### src/rtl/lpc_frame_ctrl.sv
// LPC frame parameter controller: queues parameter sets in a 2-deep FIFO and sequences frames by sample count.
// Latency: an accepted set reaches the outputs 2 edges later from IDLE; frames chain with zero-sample gap. Backpressure: param_ready drops while both FIFO slots are full.
// Optional feature: define LPC_UNDERRUN_CNT_EN to add a saturating 16-bit underrun_cnt output.
module lpc_frame_ctrl #(
    parameter int FW = 16
) (
    input  logic          clk,
    input  logic          rst,
    input  logic          sample_en,
    input  logic          param_valid,
    output logic          param_ready,
    input  logic          param_v,
    input  logic [FW-1:0] param_pitch,
    input  logic [FW-1:0] param_gain,
    input  logic [FW-1:0] param_len,
    output logic          v,
    output logic [FW-1:0] pulserate,
    output logic [FW-1:0] lpcrate,
    output logic [FW-1:0] gain,
    output logic          frame_start,
    output logic          underrun,
`ifdef LPC_UNDERRUN_CNT_EN
    output logic [15:0]   underrun_cnt,
`endif
    output logic          busy
);

    typedef struct packed {
        logic          v;
        logic [FW-1:0] pitch;
        logic [FW-1:0] gain;
        logic [FW-1:0] len;
    } param_t;

    typedef enum logic [1:0] {
        IDLE = 2'd0,
        LOAD = 2'd1,
        RUN  = 2'd2
    } state_t;

    param_t        fifo_mem_q [2];
    logic          wr_ptr_q, rd_ptr_q;
    logic [1:0]    fifo_cnt_q, fifo_cnt_d;
    logic          fifo_full, fifo_empty;
    logic          push, pop, pop_fire;
    param_t        head, in_set;

    state_t        state_q, state_d;
    logic          v_q, v_d;
    logic [FW-1:0] pulserate_q, pulserate_d;
    logic [FW-1:0] lpcrate_q, lpcrate_d;
    logic [FW-1:0] gain_q, gain_d;
    logic [FW-1:0] sample_cnt_q, sample_cnt_d;
    logic          frame_start_q, frame_start_d;
    logic          underrun_q, underrun_d;
    logic          frame_end;

    // Ready comes from registered occupancy only, so a pop never frees a slot in the same cycle.
    assign fifo_full  = (fifo_cnt_q == 2'd2);
    assign fifo_empty = (fifo_cnt_q == 2'd0);
    assign push       = param_valid & ~fifo_full;
    assign pop_fire   = pop & ~fifo_empty;
    assign head       = fifo_mem_q[rd_ptr_q];
    assign in_set     = '{v: param_v, pitch: param_pitch, gain: param_gain, len: param_len};

    always_comb begin
        fifo_cnt_d = fifo_cnt_q;
        case ({push, pop_fire})
            2'b10:   fifo_cnt_d = fifo_cnt_q + 2'd1;
            2'b01:   fifo_cnt_d = fifo_cnt_q - 2'd1;
            default: fifo_cnt_d = fifo_cnt_q;
        endcase
    end

    always_ff @(posedge clk) begin
        if (push) begin
            fifo_mem_q[wr_ptr_q] <= in_set;
        end
    end

    always_ff @(posedge clk) begin
        if (rst) begin
            wr_ptr_q   <= 1'b0;
            rd_ptr_q   <= 1'b0;
            fifo_cnt_q <= 2'd0;
        end else begin
            if (push) begin
                wr_ptr_q <= ~wr_ptr_q;
            end
            if (pop_fire) begin
                rd_ptr_q <= ~rd_ptr_q;
            end
            fifo_cnt_q <= fifo_cnt_d;
        end
    end

    assign frame_end = sample_en && (sample_cnt_q == lpcrate_q - FW'(1));

    always_comb begin
        state_d       = state_q;
        pop           = 1'b0;
        v_d           = v_q;
        pulserate_d   = pulserate_q;
        lpcrate_d     = lpcrate_q;
        gain_d        = gain_q;
        sample_cnt_d  = sample_cnt_q;
        frame_start_d = 1'b0;
        underrun_d    = 1'b0;

        case (state_q)
            IDLE: begin
                if (!fifo_empty) begin
                    state_d = LOAD;
                end
            end
            LOAD: begin
                pop           = 1'b1;
                v_d           = head.v;
                pulserate_d   = head.pitch;
                gain_d        = head.gain;
                lpcrate_d     = (head.len == '0) ? FW'(1) : head.len;
                sample_cnt_d  = '0;
                frame_start_d = 1'b1;
                state_d       = RUN;
            end
            RUN: begin
                if (frame_end) begin
                    sample_cnt_d = '0;
                    if (!fifo_empty) begin
                        pop           = 1'b1;
                        v_d           = head.v;
                        pulserate_d   = head.pitch;
                        gain_d        = head.gain;
                        lpcrate_d     = (head.len == '0) ? FW'(1) : head.len;
                        frame_start_d = 1'b1;
                    end else begin
                        // Silence the excitation but keep the rates so the generator stays stable.
                        underrun_d = 1'b1;
                        gain_d     = '0;
                        v_d        = 1'b0;
                        state_d    = IDLE;
                    end
                end else if (sample_en) begin
                    sample_cnt_d = sample_cnt_q + FW'(1);
                end
            end
            default: state_d = IDLE;
        endcase
    end

    always_ff @(posedge clk) begin
        if (rst) begin
            state_q       <= IDLE;
            v_q           <= 1'b0;
            pulserate_q   <= '0;
            lpcrate_q     <= '0;
            gain_q        <= '0;
            sample_cnt_q  <= '0;
            frame_start_q <= 1'b0;
            underrun_q    <= 1'b0;
        end else begin
            state_q       <= state_d;
            v_q           <= v_d;
            pulserate_q   <= pulserate_d;
            lpcrate_q     <= lpcrate_d;
            gain_q        <= gain_d;
            sample_cnt_q  <= sample_cnt_d;
            frame_start_q <= frame_start_d;
            underrun_q    <= underrun_d;
        end
    end

`ifdef LPC_UNDERRUN_CNT_EN
    logic [15:0] underrun_cnt_q;

    always_ff @(posedge clk) begin
        if (rst) begin
            underrun_cnt_q <= 16'd0;
        end else if (underrun_d && (underrun_cnt_q != 16'hFFFF)) begin
            underrun_cnt_q <= underrun_cnt_q + 16'd1;
        end
    end

    assign underrun_cnt = underrun_cnt_q;
`endif

    assign param_ready = ~fifo_full;
    assign v           = v_q;
    assign pulserate   = pulserate_q;
    assign lpcrate     = lpcrate_q;
    assign gain        = gain_q;
    assign frame_start = frame_start_q;
    assign underrun    = underrun_q;
    assign busy        = (state_q != IDLE);

endmodule

### config.mk
export PLATFORM = sky130hd
export DESIGN_NAME = lpc_frame_ctrl
export DESIGN_NICKNAME = d
export VERILOG_FILES = /design/src/rtl/lpc_frame_ctrl.sv
export SDC_FILE = /design/constraint.sdc
export NUM_CORES = 1
export LEC_CHECK = 0
export CORE_UTILIZATION = 57
export CTS_CLUSTER_SIZE = 25
export DETAILED_ROUTE_END_ITERATION = 16
export DONT_BUFFER_PORTS = 1
export PLACE_DENSITY = 0.83
export SYNTH_ARGS = -nofsm -noshare
export SYNTH_HDL_FRONTEND = slang
export SYNTH_SLANG_ARGS = --single-unit
export TNS_END_PERCENT = 100
### constraint.sdc
create_clock -name clk -period 3.05 [get_ports clk]
set_input_delay 0.61 -clock clk [delete_from_list [all_inputs] [get_ports clk]]
set_output_delay 0.61 -clock clk [all_outputs]
set_load 0.1 [all_outputs]
Word level (Yosys, flattened, before mapping)
Memories as Yosys holds them, arrays and structs flattened. A register that Yosys moved wholly into a read port is not among the register bits.
Cells that the tools add are included.
{ "word_totals": {"mem_bits_rw": 98, "elab_cells": 76, "memories": 1, "register_bits": 73} }
{ "memory_table": {"columns": ["memory", "depth", "word_bits", "read_ports", "rd_ports_with_merged_regs", "wr", "line_no", "rtl"], "rows": [
  ["fifo_mem_q", 2, 49, 1, 1, 1, "41", "param_t fifo_mem_q [2];"]
]} }
{ "op_classes": {"n_reduce_logical": 12, "n_mux": 29, "add_sub_neg": 4, "n_eq_ne": 11, "n_bitwise": 8} }
{ "op_table": {"columns": ["operator", "n"], "rows": [
  ["$mux W16", 9],
  ["$pmux W16 S2", 4],
  ["$add A16 B1 Y16 const B", 1],
  ["$eq A16 B16 Y1", 1],
  ["$logic_not A16 Y1", 1],
  ["$sub A16 B1 Y16 const B", 1],
  ["$mux W1", 9],
  ["$ne A2 B2 Y1 const B", 4],
  ["$eq A2 B2 Y1 const B", 3],
  ["$mux W2", 3],
  ["$not A1 Y1", 6],
  ["$pmux W2 S3", 1],
  ["$reduce_and A3 Y1", 2],
  ["$reduce_bool A2 Y1", 3],
  ["$eq A2 B1 Y1 const B", 2],
  ["$logic_not A2 Y1", 2],
  ["$pmux W1 S2", 2],
  ["$pmux W2 S2", 1],
  ["$reduce_and A2 Y1", 2],
  ["$ne A3 B3 Y1 const B", 1],
  ["$reduce_or A3 Y1", 1],
  ["$add A2 B1 Y2 const B", 1],
  ["$and A1 B1 Y1", 2],
  ["$sub A2 B1 Y2 const B", 1],
  ["$logic_and A1 B1 Y1", 1]
]} }

Longest topological paths before layout
{ "depth": {"depth_word": 8, "mapped_depth": 12} }

Least setup slack after synthesis
Ideal clock, no wire load.
{ "synth_path": {"path_type": "reg-to-reg", "from": "reg fifo_cnt_q[0]", "to": "mem fifo_mem_q[0][0] (netlist name) (enable)", "setup_slack_ns": -0.944, "stages_incl_launch_ff": 4, "path_buffers": 0, "setup_ns": 0.456, "required_time_ns": 2.594, "arrival_ns": 3.538, "path_cell_list": "dfxtp_1 nand2b_1 nand2_1 nor2_1"} }
{ "synth_via": {"elab_chain_cells": 5} }
{ "synth_lines": {"columns": ["item", "line_no", "rtl"], "rows": [
  ["start, declared", "43", "logic [1:0] fifo_cnt_q, fifo_cnt_d;"],
  ["start signal, assigned", "93", "fifo_cnt_q <= fifo_cnt_d;"],
  ["$eq A2 B2 Y1", "59", "assign fifo_full = (fifo_cnt_q == 2'd2);"],
  ["$not A1 Y1", null, null],
  ["net param_ready", "11", "output logic param_ready,"],
  ["$and A1 B1 Y1", "61", "assign push = param_valid & ~fifo_full;"],
  ["$mux W1", "76", "if (push) begin"],
  ["$mux W1 (implied by the code)", "77", "fifo_mem_q[wr_ptr_q] <= in_set;"],
  ["end, declared", "41", null]
]} }
The timed path passes the listed nets, and every way through them passes these cells.

Worst setup path in the final report
{ "layout_path": {"from": "reg lpcrate_q[0] (netlist: lpcrate[0])", "to": "reg gain_q[10] (netlist: gain[10])"} }
{ "layout_via": {"elab_chain_cells": 5} }
{ "layout_lines": {"columns": ["item", "line_no", "rtl"], "rows": [
  ["start, declared", "51", "logic [FW-1:0] lpcrate_q, lpcrate_d;"],
  ["start signal, assigned", "165", "lpcrate_q <= lpcrate_d;"],
  ["$sub A16 B1 Y16", "97", "assign frame_end = sample_en && (sample_cnt_q == lpcrate_q - FW'(1));"],
  ["$eq A16 B16 Y1", "97", null],
  ["$logic_and A1 B1 Y1", "97", null],
  ["$ne A2 B2 Y1 (no source line)", null, null],
  ["$reduce_and A2 Y1 (no source line)", null, null],
  ["end signal, assigned", "166", "gain_q <= gain_d;"],
  ["end, declared", "52", "logic [FW-1:0] gain_q, gain_d;"]
]} }
Every way passes these cells.
A chain may end at the register's enable or synchronous reset.

==> results.toml <==
[layout]
final_layout_size_suffix_gt1_frac = 0.170
num-nets-final = 630
fin_cells = 730
diodes = 0
fillers = 837
area_growth_pct = 14.0

[drt]
antenna_left = 0
vias_per_cell = 5.98
drt_pass1_iterations = 5
drtIter0Drc = 279
vias = 4362
routed_wl_um = 14200
drc_errors = 0
post_drt_wl_per_cell_um = 19.4

[placement]
routabilityCongestion = 0.912
dp_slack_ps = 43.3
hpwl_um = 9620
place_inst = 696
io_buffers = 0

[timing]
hold_viol_final = 0
finClkSkew_ps = 14.2
slew_violations = 0
setup_viol = 0
worst_slew_pin_slew_ps = 1000
max_freq_mhz = 344
timing.final.crit_share = 0.953
min_period_ps = 2910
layout_setup_ws_ps = 143
tns_ps = 0
slew_headroom = 0.333

[power_and_ir_drop]
power_density_mw_per_mm2 = 1130
ir_drop_mv = 0.645
leakage_nw = 2.75

[clock_network]
clk_pin_slew_ps = 70
clockBufferDepth = 2
cts_tree = "done"
clock-sinks = 172
cts-root-buf = "clkbuf_16"
cts_hold_buf = 0
worstSkewPairLatency_ps = 420
cts_buffers = 17
htree_levels = 4

[die]
start_util = 0.587
fp.dieH_um = 113
chipWidth_um = 113
num_rows = 40
num_io_pins = 106
dieArea_mm2 = 0.0128
core_area_mm2 = 0.0120

[global_routing]
grt_use_met3 = 0.0975
antenna_found_initial = 0
grt-ovfl-total = 0
grt_pass1_vias = 4415
track_usage = 0.231
met1_usage = 0.269
grt_max_degree = 50
grt_pass1_wl_um = 22100
top_usage_layer = "met2"
grtUsageMet2 = 0.384

[synthesis]
synth_fp_nets = 606
synth.avg_cell_area_um2 = 12.9
synth-edff-count = 98
synth_top_cell_by_area = "edfxtp_1"
synthCells = 546
yosysWarnings = 0
synthTopCellsByArea = "edfxtp_1, dfxtp_1, mux2i_1"
postSynth.asyncResetShare = 0
netlist-cell-type-count = 60
synthDominantCellAreaShare = 0.417
ys.flop_type = "edfxtp_1"
netlist_area_mm2 = 0.00705
yosysSeqAreaShare = 0.627
ys_ff_latch = 172

[hold_path]
min-delay-path-class = "input port to register"
hold_path_depth = 1

[worst_setup_path]
endpoint_kind = "register"
ff2ff_path_depth = 9
worst_ep_arrival_time_ps = 3240
critPathMaxFanout = 17
worstSetupPathType = "register to register"
start_kind = "register"
worstPathRequired_ps = 3380

[job]
maxCapViolCount = 0

[outcome]
status = "complete, no violations"
[flip-flops by register name, summed over array words and instances (netlist names), named ones only]
name          flops
fifo_mem_q       98
gain             16
lpcrate          16
pulserate        16
sample_cnt_q     16
fifo_cnt_q        2
state_q           2
frame_start       1
rd_ptr_q          1
underrun          1
v                 1
wr_ptr_q          1
[worst paths after layout]
check,from,to,slack (ps)
min,rst,pulserate[10],250
min reg2reg,fifo_cnt_q[1],fifo_cnt_q[1],500
max reg2reg,lpcrate[0],gain[10],140
max,lpcrate[0],gain[10],140
[kinds of logic after synthesis]
logic type	after synthesis	synth area share
compound gates	81	0.0940
buf+inv	40	0.0279
flops	172	0.627
xor+xnor	35	0.0435
fa+ha+maj	7	0.0124
mux	53	0.0759
simple gates	158	0.119
[critical path, cell delays in order, from the launching register on]
cell,delay [ps]
dfxtp_4,360
or4_1,520
or3_1,310
a211oi_1,310
nand2_1,80
nand4b_1,210
buf_4,170
o21bai_4,210
nand2_2,300
o2bb2ai_1,330
[cells in the mapped netlist, types with 4 or more instances]
| master | count |
|---|---|
| edfxtp_1 | 98 |
| dfxtp_1 | 74 |
| nor2_1 | 67 |
| mux2i_1 | 51 |
| a211oi_1 | 32 |
| xor2_1 | 18 |
| nand2_1 | 17 |
| o2bb2ai_1 | 17 |
| xnor2_1 | 17 |
| clkbuf_1 | 15 |
| nand3_1 | 14 |
| inv_1 | 12 |
| nor4_1 | 8 |
| ha_1 | 7 |
| nand4_1 | 7 |
| nor3_1 | 7 |
| o21ai_0 | 6 |
| and3_1 | 5 |
| buf_4 | 5 |
| a21oi_1 | 4 |
| buf_2 | 4 |
| nand3b_1 | 4 |
| or3_1 | 4 |
[through the flow]
| step | utilization | hold WS (ps) | instance area (µm²) | total power, mW |
|---|---|---|---|---|
| 2_1_floorplan | - | 467 | 7090 | 6.31 |
| 3_3_place_gp | 0.617 | 476 | 7410 | 6.88 |
| 3_5_place_dp | 0.617 | 497 | 7410 | 6.96 |
| 4_1_cts | 0.665 | 233 | 7990 | 9.03 |
| 5_1_grt | 0.669 | 231 | 8040 | 9.46 |
| 6_report | 0.669 | 253 | 8040 | 9.07 |
[timing repair]
| item | CTS | global route |
|---|---|---|
| setup endpoints to repair | 0 | 39 |
| endpoints found under the hold margin | 0 | 0 |
| setup buffers | 0 | 2 |
| resized for setup | 0 | 7 |
[cells in the final DEF (no fill, tap or decap), drive strengths merged, types with 5 or more instances in the layout]
cell type,instances
dfxtp,74
o21ai,6
o2bb2ai,17
nor2,67
xor2,18
nor3,7
ha,7
nand4,7
buf,33
xnor2,17
and3,5
edfxtp,98
inv,19
nand3,14
clkbuf,18
nand2,18
a211oi,34
clkinv,5
nor4,9
mux2i,52
[area by class of cell]
type	instances	area, µm²	share of cell area
Sequential cell	172	4450	0.553
Multi-Input combinational cell	334	2490	0.310
Clock inverter	14	153	0.0190
Clock buffer	18	429	0.0534
Tap cell	147	184	0.0229
Inverter	12	45.0	0.00560
Timing Repair Buffer	33	289	0.0360
[metal layers]
metal / vias to the layer above / routed length (µm) / part of all wire
met2: 137 / 7060 / 0.50
met1: 2122 / 5700 / 0.40
met5: - / 0 / 0
li1: 2080 / - / -
met4: 0 / 240 / 0.017
met3: 23 / 1180 / 0.083
[where the power goes]
group,switching (mW),internal [mW],leakage [nW]
logic,1.88,1.04,0.948
clock network,0.953,1.09,0.276
registers,1.24,2.88,1.53
No activity file was read; power rests on OpenSTA's default activity.
